==> src/rtl/uart_cfg_rx.sv <==
// uart_cfg_rx: UART receiver whose frames write a small configuration
// register file. Upper frame bits select the register, lower bits carry the value.
module uart_cfg_rx #(
    parameter int unsigned CLKS_PER_BIT = 32,
    parameter int unsigned DATA_BITS    = 8,
    parameter int unsigned PARITY       = 1,
    parameter int unsigned STOP_BITS    = 1,
    parameter int unsigned ADDR_BITS    = 4,
    parameter int unsigned NUM_REGS     = 8
) (
    input  logic                                          clk,
    input  logic                                          rst,
    input  logic                                          Rx,
    output logic [DATA_BITS-1:0]                          rx_data,
    output logic                                          rx_valid,
    output logic                                          parity_err,
    output logic                                          frame_err,
    output logic                                          busy,
    output logic                                          wr_strobe,
    output logic [ADDR_BITS-1:0]                          wr_addr,
    output logic [NUM_REGS*(DATA_BITS-ADDR_BITS)-1:0]     regs_flat
);

    localparam int unsigned VAL_W = DATA_BITS - ADDR_BITS;
    localparam int unsigned CNT_W = $clog2(CLKS_PER_BIT);
    localparam int unsigned BIT_W = $clog2(DATA_BITS + 1);
    localparam logic [CNT_W-1:0] HALF_M1 = CNT_W'(CLKS_PER_BIT / 2 - 1);
    localparam logic [CNT_W-1:0] FULL_M1 = CNT_W'(CLKS_PER_BIT - 1);
    localparam logic             PAR_ODD = (PARITY == 2);

    typedef enum logic [2:0] {S_IDLE, S_START, S_DATA, S_PARITY, S_STOP} state_e;

    state_e                  state_q, state_d;
    logic [CNT_W-1:0]        cnt_q, cnt_d;
    logic [BIT_W-1:0]        bit_q, bit_d;
    logic [DATA_BITS-1:0]    shift_q, shift_d;
    logic                    par_q, par_d;
    logic                    ferr_q, ferr_d;
    logic                    wait_q, wait_d;
    logic                    rx_meta_q, rx_s_q;
    logic                    done_c;
    logic                    ferr_now_c;
    logic                    addr_ok_c;

    logic [DATA_BITS-1:0]    rx_data_q;
    logic                    rx_valid_q, parity_err_q, frame_err_q, busy_q, wr_strobe_q;
    logic [ADDR_BITS-1:0]    wr_addr_q;
    logic [NUM_REGS*VAL_W-1:0] regs_q;

    // Two-flop synchronizer for the asynchronous serial line, idles high
    always_ff @(posedge clk or posedge rst) begin
        if (rst) begin
            rx_meta_q <= 1'b1;
            rx_s_q    <= 1'b1;
        end else begin
            rx_meta_q <= Rx;
            rx_s_q    <= rx_meta_q;
        end
    end

    // FSM and datapath state registers
    always_ff @(posedge clk or posedge rst) begin
        if (rst) begin
            state_q <= S_IDLE;
            cnt_q   <= '0;
            bit_q   <= '0;
            shift_q <= '0;
            par_q   <= 1'b0;
            ferr_q  <= 1'b0;
            wait_q  <= 1'b0;
        end else begin
            state_q <= state_d;
            cnt_q   <= cnt_d;
            bit_q   <= bit_d;
            shift_q <= shift_d;
            par_q   <= par_d;
            ferr_q  <= ferr_d;
            wait_q  <= wait_d;
        end
    end

    // Next-state logic: mid-bit sampling driven by the cycle counter
    always_comb begin
        state_d    = state_q;
        cnt_d      = cnt_q;
        bit_d      = bit_q;
        shift_d    = shift_q;
        par_d      = par_q;
        ferr_d     = ferr_q;
        wait_d     = wait_q;
        done_c     = 1'b0;
        ferr_now_c = ferr_q | ~rx_s_q;
        case (state_q)
            S_IDLE: begin
                cnt_d = '0;
                // After a framing error the line may still be low; wait for idle
                if (wait_q) begin
                    if (rx_s_q) wait_d = 1'b0;
                end else if (!rx_s_q) begin
                    state_d = S_START;
                end
            end
            S_START: begin
                if (cnt_q == HALF_M1) begin
                    cnt_d   = '0;
                    bit_d   = '0;
                    state_d = rx_s_q ? S_IDLE : S_DATA;
                end else begin
                    cnt_d = cnt_q + CNT_W'(1);
                end
            end
            S_DATA: begin
                if (cnt_q == FULL_M1) begin
                    cnt_d   = '0;
                    shift_d = {rx_s_q, shift_q[DATA_BITS-1:1]};
                    if (bit_q == BIT_W'(DATA_BITS - 1)) begin
                        bit_d   = '0;
                        par_d   = 1'b0;
                        ferr_d  = 1'b0;
                        state_d = (PARITY == 0) ? S_STOP : S_PARITY;
                    end else begin
                        bit_d = bit_q + BIT_W'(1);
                    end
                end else begin
                    cnt_d = cnt_q + CNT_W'(1);
                end
            end
            S_PARITY: begin
                if (cnt_q == FULL_M1) begin
                    cnt_d   = '0;
                    par_d   = (^shift_q) ^ rx_s_q ^ PAR_ODD;
                    state_d = S_STOP;
                end else begin
                    cnt_d = cnt_q + CNT_W'(1);
                end
            end
            S_STOP: begin
                if (cnt_q == FULL_M1) begin
                    cnt_d  = '0;
                    ferr_d = ferr_now_c;
                    if (bit_q == BIT_W'(STOP_BITS - 1)) begin
                        done_c  = 1'b1;
                        wait_d  = ferr_now_c;
                        state_d = S_IDLE;
                    end else begin
                        bit_d = bit_q + BIT_W'(1);
                    end
                end else begin
                    cnt_d = cnt_q + CNT_W'(1);
                end
            end
            default: state_d = S_IDLE;
        endcase
    end

    assign addr_ok_c = ({1'b0, shift_q[DATA_BITS-1 -: ADDR_BITS]} < (ADDR_BITS + 1)'(NUM_REGS));

    // Frame result registers; a clean in-range frame also issues a register write
    always_ff @(posedge clk or posedge rst) begin
        if (rst) begin
            rx_data_q    <= '0;
            rx_valid_q   <= 1'b0;
            parity_err_q <= 1'b0;
            frame_err_q  <= 1'b0;
            busy_q       <= 1'b0;
            wr_strobe_q  <= 1'b0;
            wr_addr_q    <= '0;
        end else begin
            rx_valid_q  <= done_c;
            wr_strobe_q <= 1'b0;
            busy_q      <= (state_d != S_IDLE);
            if (done_c) begin
                rx_data_q    <= shift_q;
                parity_err_q <= par_q;
                frame_err_q  <= ferr_now_c;
                if (!par_q && !ferr_now_c && addr_ok_c) begin
                    wr_strobe_q <= 1'b1;
                    wr_addr_q   <= shift_q[DATA_BITS-1 -: ADDR_BITS];
                end
            end
        end
    end

    // Register file, written in the strobe cycle and visible the cycle after
    always_ff @(posedge clk or posedge rst) begin
        if (rst) begin
            regs_q <= '0;
        end else begin
            for (int i = 0; i < int'(NUM_REGS); i++) begin
                if (wr_strobe_q && (wr_addr_q == ADDR_BITS'(i)))
                    regs_q[i*VAL_W +: VAL_W] <= rx_data_q[VAL_W-1:0];
            end
        end
    end

    assign rx_data    = rx_data_q;
    assign rx_valid   = rx_valid_q;
    assign parity_err = parity_err_q;
    assign frame_err  = frame_err_q;
    assign busy       = busy_q;
    assign wr_strobe  = wr_strobe_q;
    assign wr_addr    = wr_addr_q;
    assign regs_flat  = regs_q;

endmodule

==> config.mk <==
export PLATFORM = sky130hd
export DESIGN_NAME = uart_cfg_rx
export DESIGN_NICKNAME = d
export VERILOG_FILES = /design/src/rtl/uart_cfg_rx.sv
export SDC_FILE = /design/constraint.sdc
export NUM_CORES = 1
export LEC_CHECK = 0
export ABC_AREA = 1
export BUFFER_PORTS_ARGS = -buffer_cell sky130_fd_sc_hd__buf_2
export CORE_MARGIN = 3
export CORE_UTILIZATION = 55
export CTS_BUF_LIST = sky130_fd_sc_hd__clkbuf_4
export DETAILED_ROUTE_END_ITERATION = 8
export PLACE_DENSITY = 0.78
export SYNTH_ARGS = -nofsm -noshare
export SYNTH_HDL_FRONTEND = slang
export SYNTH_SLANG_ARGS = --single-unit
export TNS_END_PERCENT = 20
==> constraint.sdc <==
create_clock -name clk -period 2.7 [get_ports clk]
set_input_delay 0.135 -clock clk [delete_from_list [all_inputs] [get_ports clk]]
set_output_delay 0.135 -clock clk [all_outputs]
set_load 0.03 [all_outputs]
==> results.md <==
- CTS clk-pin slew, worst paths: 110 ps
- VDD IR max: 0.000492 V
- Max_cap viols: 0
- Die H: 83.7 um
- WP data required: 3000 ps
- Simple-gate share of the synthesized area: 24.1%
- Layout Nets: 456
- Antenna diode count: 0
- Antenna violations before repair: 0
- Tot GR Track Use: 21.2%
- Top post-synthesis cells by area: dfrtp_1 54%, nand2_1 15%, o21ai_0 8.6%
- Slew Viols, Final: 0
- Global route total overflow: 0
- Sequential area share after synthesis: 55.8%
- First-pass GRT wire length: 11,800 um
- Fmax: 0.541 GHz
- Lkg Pwr: 2.04 nW
- Sum Neg Setup Slack: 0 ps
- CP Capture Type: flop
- Latest clock arrival within the worst-skew pair: 420 ps
- DP HPWL: 5040 um
- CTS Root Cell: clkbuf_4
- Iter 0 DRT Violations: 166
- I/O Buffers: 51
- Reg-to-Reg Start: cnt_q[0]
- Cell Rows: 27
- Worst-path maximum fanout: 17
- Status: finished, final reports clean
- Metal-1 WL: 3320 um
- Routed vias/inst: 5.07
- Crit path DAT: 2150 ps
- H-tree depth: 3
- Post-cts sizing count: 0
- Hold WC Path Type: input pin to flop
- Final Cycle Share: 68.5%
- Largest family of logic cells by synthesized area: simple AND/OR/NAND/NOR gates
- Final setup viols: 0
- Yosys cell types: 31
- Ports: 52
- Synth Area in Compound Gates: 10.4%
- Crit-path most repeated cell: ha_1
- Share of layout cells above drive strength 1: 20.8%
- Skew final: 10.2 ps
- Initial Util: 58.6%
- Crit-path cells: ha_1 -> nand3_1 -> inv_1 -> ha_1 -> nand2_2 -> nor2_1 -> nor4_2 -> nand2_1
- FF-to-FF setup slack: 850 ps
- Most common library cells after synthesis: 131 x nand2_1, 72 x dfrtp_1, 57 x o21ai_0
- Crit path capture: busy
- Detail Route Antenna Nets: 0
- Min cycle time layout: 1850 ps
- Synth warn: 0
- Vias in the first global route: 2,483
- Post-Route WL: 6880 um
- DRC Markers: 0
- PwrDens: 600 mW/mm2
- Chip width: 83.7 um
- Critical path origin: cnt_q[0]
- Mux cell area share after synthesis: 0%
- Leading area contributor after synthesis: dfrtp_1
- Syn nets: 393
- Post-synthesis adder-cell area fraction: 2.63%
- R2r endpoint: busy
- Critical-path top delay cell: dfrtp_1
- Design Power: 2.29 mW
- Number of synthesized register bits: 74
- CTS buffer count: 9
- Ys flop type: dfrtp_1
- Worst-margin pin slew: 837 ps
- Sink Count: 74
- Reg2reg path depth: 8
- Crit Path Category: flop to flop
- Share of synthesized registers carrying an async set or reset: 100%
- Critical Path Start Type: flop
- Cells after Synth: 383
- Synth Area in XOR/XNOR: 1.32%
- RSZ-0062 raised after global routing: false
- Mapped cell area: 0.00332 mm2
- Post-synth EDFFs: 0
- Crit-path max cell delay: 420 ps
- Max-Slew Margin vs Limit: 44.1%
- Most frequent cell after synthesis: nand2_1
- Largest net degree at the start of global routing: 43
- Final Hold Fails: 0
- DR WL met3: 353 um
- Via count: 2,653
- Wire per inst: 13.2 um
- CTS tree: done
- Yosys top cell area share: 54.2%
- Clock tree buffer depth: 2
- Placeable core area: 0.00568 mm2
- First-pass DRT Iterations: 5
- GPL Wtd Cong: 0.860
- Post-Syn Area per Cell: 8.68 um2
- Post-CTS setup buffer count: 0
- Die area: 0.00701 mm2
- Highest metal used: met4
- Metal2 WL: 3070 um
- Synthesis-to-layout area growth: 14.9%
-- logic make-up (layout without fill, tap and decap cells) --
family,after synthesis,in the layout
flops,74,74
xor+xnor,5,5
simple gates,182,182
compound gates,67,67
fa+ha+maj,7,7
buf+inv,48,116
-- registers in the layout, indices dropped and copies added (netlist names), 3 cells and up --
signal	count
regs_flat	32
rx_data	8
shift_q	8
cnt_q	5
bit_q	4
wr_addr	4
state_q	3
-- worst min path at each step --
stage	start	to	slack, ps	cells after the start
2_1_floorplan	Rx	rx_meta_q	140	0
3_3_place_gp	Rx	rx_meta_q	240	1
3_5_place_dp	Rx	rx_meta_q	240	1
4_1_cts	Rx	rx_meta_q	340	2
5_1_grt	Rx	rx_meta_q	320	2
6_report	Rx	rx_meta_q	360	2
-- timing repair --
item / in CTS / in global routing
hold buffers: 2 / 0
hold endpoints to repair: 39 / 0
endpoints found under the setup margin: 0 / 0
-- metrics by stage --
stage | instances | setup WS (ps) | hold slack (ps) | utilization, % | area (um2)
6_report | 523 | 851 | 362 | 67.3 | 3820
2_1_floorplan | 383 | 687 | 139 | - | 3320
4_1_cts | 523 | 854 | 342 | 67.3 | 3820
3_5_place_dp | 505 | 899 | 242 | 64.6 | 3660
5_1_grt | 523 | 626 | 321 | 67.3 | 3820
3_3_place_gp | 505 | 965 | 241 | 64.6 | 3660
-- worst max-delay path, delay by kind of cell (launching register included) --
| kind | cells | cell delay [ps] |
|---|---|---|
| adder cells (fa/ha/maj) | 2 | 470 |
| flip-flops | 1 | 420 |
| buffers and inverters | 1 | 80 |
| AND/OR/NAND/NOR | 5 | 760 |
-- cell usage in the layout, fill, tap and decap left out, types with 4 or more instances in the layout --
cell / n
buf_2: 51
clkbuf_4: 11
dfrtp_1: 72
ha_1: 7
inv_1: 39
inv_2: 5
nand2_1: 131
nand2_2: 6
nand3_1: 12
nor2_1: 20
o21ai_0: 57
o21ai_1: 4
-- power breakdown --
group | switching, mW | total [mW] | internal (mW)
Combinational | 0.259 | 0.394 | 0.135
Clock | 0.382 | 0.682 | 0.300
Sequential | 0.0553 | 1.21 | 1.16
Total | 0.697 | 2.29 | 1.59
-- final cells by class --
class	instances	area, um2
tap	72	90.1
inverter	45	171
multi-input combinational	261	1280
sequential	74	1850
timing repair buffer	55	290
clock buffer	11	82.6
clock inverter	5	55.1
fill	462	1850
-- routing by layer --
metal  up-vias  GRT usage, %
met2        79          32.2
li1       1345             -
met4         0          8.19
met3        13          5.13
met5         -             0
met1      1216          29.5
(Power assumes the default switching activity.)
